--- src/rtl/obstacle_scheduler_pkg.sv ---
// Shared definitions for the obstacle scheduler: FSM state encoding,
// lane width, the "no previous lane" marker and counter widths.
package obstacle_scheduler_pkg;

  localparam int unsigned LANE_W    = 2;
  localparam int unsigned GAP_CNT_W = 5;
  localparam int unsigned COUNT_W   = 8;
  localparam int unsigned RAND_W    = 8;

  // Marks "no obstacle spawned yet" so the first pick is never bumped.
  localparam logic [LANE_W-1:0] LANE_NONE = 2'd3;

  typedef enum logic [1:0] {
    IDLE  = 2'd0,
    GAP   = 2'd1,
    SPAWN = 2'd2
  } state_t;

endpackage

--- src/rtl/obstacle_scheduler_lane_picker.sv ---
// Combinational lane choice for a new obstacle.
// Ports:
//   rand_bits  in   2  raw random lane bits
//   last_lane  in   2  lane of the previously accepted obstacle (or LANE_NONE)
//   lane_c     out  2  chosen lane, never equal to last_lane
module lane_picker
  import obstacle_scheduler_pkg::*;
#(
  parameter int unsigned NUM_LANES = 3
) (
  input  logic [1:0]        rand_bits,
  input  logic [LANE_W-1:0] last_lane,
  output logic [LANE_W-1:0] lane_c
);

  logic [LANE_W-1:0] cand;

  // Fold out-of-range raw values onto lane 0, then step away from a repeat.
  always_comb begin
    cand   = (32'(rand_bits) >= NUM_LANES) ? '0 : LANE_W'(rand_bits);
    lane_c = cand;
    if (cand == last_lane) begin
      lane_c = (32'(cand) == NUM_LANES - 1) ? '0 : LANE_W'(cand + 1'b1);
    end
  end

endmodule

--- src/rtl/obstacle_scheduler.sv ---
// Obstacle spawn scheduler: waits a random number of game ticks, then
// offers one obstacle on a valid/ready handshake and counts acceptances.
// Ports:
//   clk          in   1  system clock
//   reset        in   1  synchronous active-low reset
//   enable       in   1  game running; low returns to IDLE
//   tick         in   1  one-cycle game step pulse
//   rand_in      in   8  free-running random byte
//   spawn_ready  in   1  consumer accepts the offer
//   spawn_valid  out  1  obstacle offered
//   spawn_lane   out  2  lane of the offer
//   spawn_count  out  8  accepted obstacles, wrapping
//   busy         out  1  state is not IDLE
module obstacle_scheduler
  import obstacle_scheduler_pkg::*;
#(
  parameter int unsigned NUM_LANES = 3,
  parameter int unsigned MIN_GAP   = 4,
  parameter int unsigned GAP_BITS  = 3
) (
  input  logic                clk,
  input  logic                reset,
  input  logic                enable,
  input  logic                tick,
  input  logic [RAND_W-1:0]   rand_in,
  input  logic                spawn_ready,
  output logic                spawn_valid,
  output logic [LANE_W-1:0]   spawn_lane,
  output logic [COUNT_W-1:0]  spawn_count,
  output logic                busy
);

  state_t                 state, state_nxt;
  logic [GAP_CNT_W-1:0]   gap_cnt, gap_cnt_nxt;
  logic [LANE_W-1:0]      last_lane, last_lane_nxt;
  logic [LANE_W-1:0]      lane_nxt;
  logic [COUNT_W-1:0]     count_nxt;
  logic                   valid_nxt;
  logic                   busy_nxt;
  logic [GAP_CNT_W-1:0]   gap_load_c;
  logic [LANE_W-1:0]      pick_lane_c;

  // Gap reload value: minimum spacing plus a random extra.
  assign gap_load_c = GAP_CNT_W'(MIN_GAP) + GAP_CNT_W'(rand_in[GAP_BITS+1:2]);

  lane_picker #(
    .NUM_LANES (NUM_LANES)
  ) u_lane_picker (
    .rand_bits (rand_in[1:0]),
    .last_lane (last_lane),
    .lane_c    (pick_lane_c)
  );

  // Next-state and next-output logic.
  always_comb begin
    state_nxt     = state;
    gap_cnt_nxt   = gap_cnt;
    valid_nxt     = spawn_valid;
    lane_nxt      = spawn_lane;
    count_nxt     = spawn_count;
    last_lane_nxt = last_lane;

    case (state)
      IDLE: begin
        if (enable) begin
          state_nxt   = GAP;
          gap_cnt_nxt = gap_load_c;
        end
      end
      GAP: begin
        if (!enable) begin
          state_nxt = IDLE;
        end else if (tick) begin
          gap_cnt_nxt = gap_cnt - 1'b1;
          if (gap_cnt == GAP_CNT_W'(1)) begin
            state_nxt = SPAWN;
            valid_nxt = 1'b1;
            lane_nxt  = pick_lane_c;
          end
        end
      end
      SPAWN: begin
        // An acceptance completes even if enable drops in the same cycle.
        if (spawn_valid && spawn_ready) begin
          count_nxt     = spawn_count + 1'b1;
          last_lane_nxt = spawn_lane;
          gap_cnt_nxt   = gap_load_c;
          valid_nxt     = 1'b0;
          state_nxt     = GAP;
        end
        if (!enable) begin
          state_nxt = IDLE;
          valid_nxt = 1'b0;
        end
      end
      default: begin
        state_nxt = IDLE;
        valid_nxt = 1'b0;
      end
    endcase

    busy_nxt = (state_nxt != IDLE);
  end

  // State and output registers.
  always_ff @(posedge clk) begin
    if (!reset) begin
      state       <= IDLE;
      gap_cnt     <= '0;
      last_lane   <= LANE_NONE;
      spawn_valid <= 1'b0;
      spawn_lane  <= '0;
      spawn_count <= '0;
      busy        <= 1'b0;
    end else begin
      state       <= state_nxt;
      gap_cnt     <= gap_cnt_nxt;
      last_lane   <= last_lane_nxt;
      spawn_valid <= valid_nxt;
      spawn_lane  <= lane_nxt;
      spawn_count <= count_nxt;
      busy        <= busy_nxt;
    end
  end

endmodule

--- config.mk ---
export PLATFORM = sky130hd
export DESIGN_NAME = obstacle_scheduler
export DESIGN_NICKNAME = d
export VERILOG_FILES = /design/src/rtl/obstacle_scheduler_pkg.sv /design/src/rtl/obstacle_scheduler_lane_picker.sv /design/src/rtl/obstacle_scheduler.sv
export SDC_FILE = /design/constraint.sdc
export NUM_CORES = 1
export LEC_CHECK = 0
export BUFFER_PORTS_ARGS = -buffer_cell sky130_fd_sc_hd__buf_2
export CORE_ASPECT_RATIO = 1.2
export CORE_UTILIZATION = 53
export DETAILED_ROUTE_END_ITERATION = 8
export GPL_TIMING_DRIVEN = 0
export HOLD_SLACK_MARGIN = 0.03
export PLACE_DENSITY = 0.83
export SYNTH_ARGS = -nofsm -noshare
export SYNTH_HDL_FRONTEND = slang
export SYNTH_HIERARCHICAL = 1
export SYNTH_SLANG_ARGS = --single-unit
--- constraint.sdc ---
create_clock -name clk -period 1.92 [get_ports clk]
set_clock_uncertainty 0.05 [all_clocks]
set_input_delay 0.288 -clock clk [delete_from_list [all_inputs] [get_ports clk]]
set_output_delay 0.288 -clock clk [all_outputs]
set_load 0.01 [all_outputs]
# After elaboration in Yosys (flattened, before gate mapping)
# Cells that the tools add are included.
# classes
n_bitwise	1
addsub	4
n_reduce_logical	8
muxes	21
magnitude_cmp	1
n_eq_ne	11
# op_table
operator	n
2-to-1 mux 5 bit	4
2-to-1 mux 2 bit	9
case mux 5 bit (3 select lines)	1
inequality test 2 bit (second input constant)	5
AND reduction 5 bit	2
adder 8 x 1 -> 8 bit (second input constant)	1
case mux 2 bit (3 select lines)	1
equality test 5 x 1 -> 1 bit (second input constant)	1
2-to-1 mux 1 bit	5
subtractor 5 x 1 -> 5 bit (second input constant)	1
adder 3 x 3 -> 4 bit (first input constant)	1
equality test 2 bit (second input constant)	2
AND reduction 4 bit	1
inequality test 3 bit (second input constant)	1
case mux 1 bit (3 select lines)	1
nonzero test 3 bit	1
adder 2 x 1 -> 2 bit (second input constant)	1
equality test 2 x 1 -> 1 bit (second input constant)	1
equality test 2 bit	1
greater-or-equal comparator 2 bit (second input constant)	1
logical NOT 2 bit	1
AND reduction 2 bit	1
nonzero test 2 bit	1
logical AND 1 bit	1
NOT 1 bit	1
# totals
in_bits	13
out_inout_bits	12
ff_bits	21
elab_cells	53

# Longest topological paths before layout
# logic_depth
ltp_word	6
mapped_depth	7
mapped_depth_nobuf	7

# Cells and area by module
# The synthesis kept the hierarchy.
# by_module_without_submodules
mod	n_inst	cells_each	area_per_inst_um2	seq_area_each_um2
obstacle_scheduler	1	123	1111.1	420.4
lane_picker	1	14	85.1	0.0

# Worst setup path after synthesis
# Ideal clock, no wire load.
# synth_path
path_type	reg2reg
from	register spawn_count[0]
to	register spawn_count[6]
path_slack_ns	0.460
period_less_slack_ns	1.460
path_stages_with_launch	5
t_required_ns	1.800
arrival_ns	1.340
setup_time_ns	0.070
n_path_buf	0
path_cell_list	dfxtp_1 > ha_1 > nand2_1 > or4_1 > a21oi_1
# synth_via
elab_chain_len	1
# synth_lines
item	line	rtl
from (decl)	obstacle_scheduler.sv:29	output logic [COUNT_W-1:0] spawn_count,
from (signal assigned)	obstacle_scheduler.sv:121	spawn_count <= count_nxt;
adder 8 x 1 -> 8 bit	obstacle_scheduler.sv:85	count_nxt = spawn_count + 1'b1;
# Every way passes these cells.
# A chain may end at the register's enable or synchronous reset.

# Worst setup path after layout
# layout_path
from	register state[0]
to	register gap_cnt[2]
# layout_via
elab_chain_len	3
elab_cells_between_ends	10
cone_classes	eq/ne (6); mux (1); reduce/logical (3)
# layout_lines
item	line	rtl
from (decl)	obstacle_scheduler.sv:33	state_t state, state_nxt;
from (signal assigned)	obstacle_scheduler.sv:116	state <= state_nxt;
equality test 2 bit (tied with other cells)	obstacle_scheduler.sv:63	case (state)
inequality test 2 bit (no source line) or nonzero test 3 bit (tied branches)	-	
AND reduction 5 bit (no source line)	-	
to (signal assigned)	obstacle_scheduler.sv:117	gap_cnt <= gap_cnt_nxt;
to (decl)	obstacle_scheduler.sv:34	logic [GAP_CNT_W-1:0] gap_cnt, gap_cnt_nxt;
# Several ways; a longest one is shown, not always the timed one.

==> results.md <==
Power:
- Of the total power, registers draw 0.575.
- Of the total power, combinational logic draws 0.163.
- Of the total power, the clock network draws 0.261.
- The internal power is 0.587 mW.
- The overall power after layout is 0.805 mW.
- The maximum vdd drop is 530 µV.
- Of the total power, the share spent switching nets is 0.270.
- The reported leakage power is 0.593 nW.
- In this run the power density over the cells is 589 nW/µm².
- For this design the total switching power over the nets is 0.217 mW.

Logic synthesis:
- The share of the synthesized area in the top cell type is 0.351.
- The main flop type after synthesis is sky130_fd_sc_hd__dfxtp_1.
- The total nets after synthesis is 155.
- Yosys mapped a number of flops with a built-in enable equal to 0.
- Ranked by total cell area, the synthesized netlist is headed by sky130_fd_sc_hd__dfxtp_1 35%, sky130_fd_sc_hd__a21oi_1 5.9%, sky130_fd_sc_hd__ha_1 5.2%, sky130_fd_sc_hd__inv_1 3.8%, sky130_fd_sc_hd__o31ai_1 3.8%.
- The cell type with the highest aggregate area in the netlist is sky130_fd_sc_hd__dfxtp_1.
- The number of different library cells used by synthesis comes to 41.
- In the synthesized netlist, the number of instances is 137.
- The average instance area after synthesis is 8.73 µm².
- After synthesis the cells add up to 1200 µm².
- During synthesis, Yosys emitted a total of 6 warnings.
- Counting flops with an async set or reset pin after synthesis yields a share of 0.
- The fraction of the yosys area taken by sequential cells is 0.351.
- The count of state elements after synthesis is 21.

Worst setup path:
- Data on the critical path arrives at its endpoint at 1.78 ns.
- The type of destination of the critical path is a flip-flop.
- The number of cells on the worst reg-to-reg path is 4.
- Traced cell by cell, the critical path runs through buf_2 -> nor2b_1 -> mux2_1 -> o32ai_1.
- At the worst endpoint, the required time is 2.09 ns.
- For this run, the slowest stage of the critical path takes 0.40 ns.
- The number of cells on the critical path is 4.
- The kind of cell with the highest combined delay on the critical path is flip-flops.
- The setup path with the least slack is of type reg -> reg.
- The largest individual stage delay along the critical path comes from the cell sky130_fd_sc_hd__dfxtp_1.
- The launching element type of the critical path is a flip-flop.
- The largest fanout on the critical path is 10.
- The combined buffer and inverter count along the critical path is 1.

STA:
- The smallest setup slack after layout is 0.311 ns.
- Setup repair after global routing left no endpoint under its margin.
- The final hold violation count is 0.
- The count of endpoints failing setup in the final report is 0.
- The maximum operating frequency is 621 MHz.
- For the pin with the worst max-slew slack, the measured transition is 0.567 ns.
- The count of pins over their slew limit is 0.
- The final total negative setup slack is 0 ns.
- Of the available clock period, the critical path in the final layout requires 0.838.
- The routed design could run at a clock period as short as 1.61 ns.
- The max-slew headroom at the worst pin is 0.621.

Clocking:
- Buffers inserted during clock tree synthesis total 3.
- The number of clock sinks seen by CTS is 21.
- The hold-fix buffer count after cts is 0.
- The number of setup buffers added after CTS is 0.
- The longest clock path from root to sink contains 2 buffers.
- The TritonCTS clock tree is done.
- In this run, post-CTS repair resized a total of 0 instances.
- After clock tree synthesis, the clock-pin slew on the worst setup and hold paths is 0.11 ns.
- The clock reaches the later pin of the worst-skew pair after 0.30 ns.
- The number of levels the H-tree was split into is 1.
- The cell sitting at the root of the clock tree is a sky130_fd_sc_hd__clkbuf_4.

Route:
- In the routed layout, each cell is associated on average with a via count of 6.02.
- The violation count after the first detailed-route iteration is 30.
- The final layout contains routed wiring with a total length of 2870 µm.
- The remaining antenna violation count is 0.
- The iteration count of the initial detailed-routing pass is 6.
- The routed layout has 1155 vias.
- After detailed routing, the average wire length per cell comes to 14.9 µm.
- In the routed design, unresolved DRC markers number 0.

Final layout:
- At the end of the flow the core is filled with cells to 0.652.
- The layout-stage area growth over the synthesis result is 14.1%.
- After routing the design area is 1370 µm².
- The fraction of final layout cells sized beyond drive strength 1 is 0.198.
- The antenna diode instance count is 0.
- The layout has 201 filler cells.
- After the last flow step, the layout net total stands at 181.

Global routing:
- The wire length of the first global-routing pass is 4540 µm.
- The via count of the first global-routing pass was 1039.
- The met2 track demand over resource in global routing is 0.502.
- After global routing the overflow that remains totals 0.
- The combined global-route utilization of all metal layers is 0.260.
- The busiest layer in global routing is met2.
- The largest net degree at the start of global routing is 12.
- The number of antenna violations at the first check in global routing is 0.
- In the global route stage, met1 resource usage came out at 0.259.
- The global-route met3 utilization is 0.0470.

Placed design:
- The worst slack after detailed placement is 0.380 ns.
- The quantity of I/O buffers inserted on ports is 21.
- After detailed placement, the total cell area comes to 1340 µm².
- The detailed-placement wirelength estimate is 2120 µm.
- Routability-driven placement finished with a final weighted congestion of 0.822.

Die:
- The die covers 2450 µm².
- The starting density of the core is 0.571.
- The horizontal extent of the die is 45.4 µm.
- The cell row count is 18.
- 25 I/O pins were placed.
- After floorplanning, the core was sized to cover 2090 µm².
- The die span in y is 54.0 µm.

Run:
- The number of max-cap violations is 0.

Run status:
- The run finished with clean final reports.

Hold path:
- The type of the worst min-delay path is in -> reg.
- The worst hold path was traced through 2 stages.
through the flow:
| step | hold slack, ns | std cells |
|---|---|---|
| finish | 0.179 | 192 |
| global route | 0.148 | 192 |
| CTS | 0.188 | 192 |
| detailed placement | 0.423 | 188 |
| global placement | 0.411 | 188 |
| floorplan | 0.310 | 137 |
logic make-up after synthesis:
group | share of synthesized area
AOI/OAI and AO/OA | 0.220
xor gates and xnor gates | 0.0146
muxes | 0.0178
buffers and inverters | 0.0701
adders and majority gates | 0.0523
DFF | 0.351
and+or+nand+nor | 0.274
synthesized netlist by cell type, types with 2 or more instances:
cell and number:
sky130_fd_sc_hd__dfxtp_1 21, sky130_fd_sc_hd__nand2_1 11, sky130_fd_sc_hd__o31ai_1 6, sky130_fd_sc_hd__o21ai_0 7, sky130_fd_sc_hd__o32a_1 2, sky130_fd_sc_hd__or3_1 3, sky130_fd_sc_hd__nor2_1 2, sky130_fd_sc_hd__o32ai_1 3
sky130_fd_sc_hd__a21oi_1 14, sky130_fd_sc_hd__and3b_1 2, sky130_fd_sc_hd__buf_6 2, sky130_fd_sc_hd__clkbuf_1 3, sky130_fd_sc_hd__nand2b_1 3, sky130_fd_sc_hd__nor3_1 2, sky130_fd_sc_hd__inv_1 12, sky130_fd_sc_hd__or4_1 5
sky130_fd_sc_hd__ha_1 5, sky130_fd_sc_hd__nand3_1 7, sky130_fd_sc_hd__nand4_1 4, sky130_fd_sc_hd__nor3b_1 2
worst register-to-register path, cell delays in order, from the launching register on:
cell and delay [ns]:
sky130_fd_sc_hd__dfxtp_1 0.40, sky130_fd_sc_hd__buf_2 0.23, sky130_fd_sc_hd__nor2b_1 0.28, sky130_fd_sc_hd__mux2_1 0.36
sky130_fd_sc_hd__o32ai_1 0.21
cell usage in the layout (no fill, tap or decap), drive strengths merged, types with 3 or more instances in the layout:
cell | netlist | final
nand2b | 3 | 3
buf | 3 | 24
nand2 | 11 | 11
ha | 5 | 5
or3 | 3 | 3
inv | 12 | 12
a21oi | 14 | 14
nand3 | 7 | 7
nor3b | 3 | 3
nand4 | 4 | 4
dfxtp | 21 | 21
or4 | 5 | 5
o32ai | 3 | 3
o21ai | 7 | 7
clkbuf | 3 | 7
o31ai | 6 | 6
registers in the layout, summed over array words and instances (netlist names):
signal	flops
spawn_count	8
gap_cnt	5
last_lane	2
spawn_lane	2
state	2
busy	1
spawn_valid	1
path summary, 6_finish.rpt:
check / start / end / slack [ns]
max: state[0] / gap_cnt[2] / 0.31
min: reset / last_lane[0] / 0.18
max reg2reg: state[0] / gap_cnt[2] / 0.31
min reg2reg: spawn_count[7] / spawn_count[7] / 0.44
cell type report:
cell class                      instances  area [µm²]  share of cell area
Multi-Input combinational cell         98         692               0.507
Timing Repair Buffer                   21         105              0.0770
Sequential cell                        21         420               0.308
Inverter                               12        45.0              0.0330
Clock buffer                            4        26.3              0.0192
Tap cell                               30        37.5              0.0275
Buffer                                  6        38.8              0.0284
power by group through the flow:
stage / registers, mW / clock network [mW] / logic, mW
2_1_floorplan: 0.469 / 0 / 0.0895
3_3_place_gp: 0.471 / 0 / 0.120
3_5_place_dp: 0.472 / 0 / 0.129
4_1_cts: 0.462 / 0.207 / 0.130
5_1_grt: 0.465 / 0.242 / 0.144
6_report: 0.463 / 0.210 / 0.131
layer usage:
| metal | part of all wire | vias to the layer above |
|---|---|---|
| met2 | 0.56 | 35 |
| met5 | 0 | - |
| met3 | 0.031 | 5 |
| met4 | 0.012 | 0 |
| li1 | - | 569 |
| met1 | 0.40 | 546 |
Power figures use the tool's default switching activity.
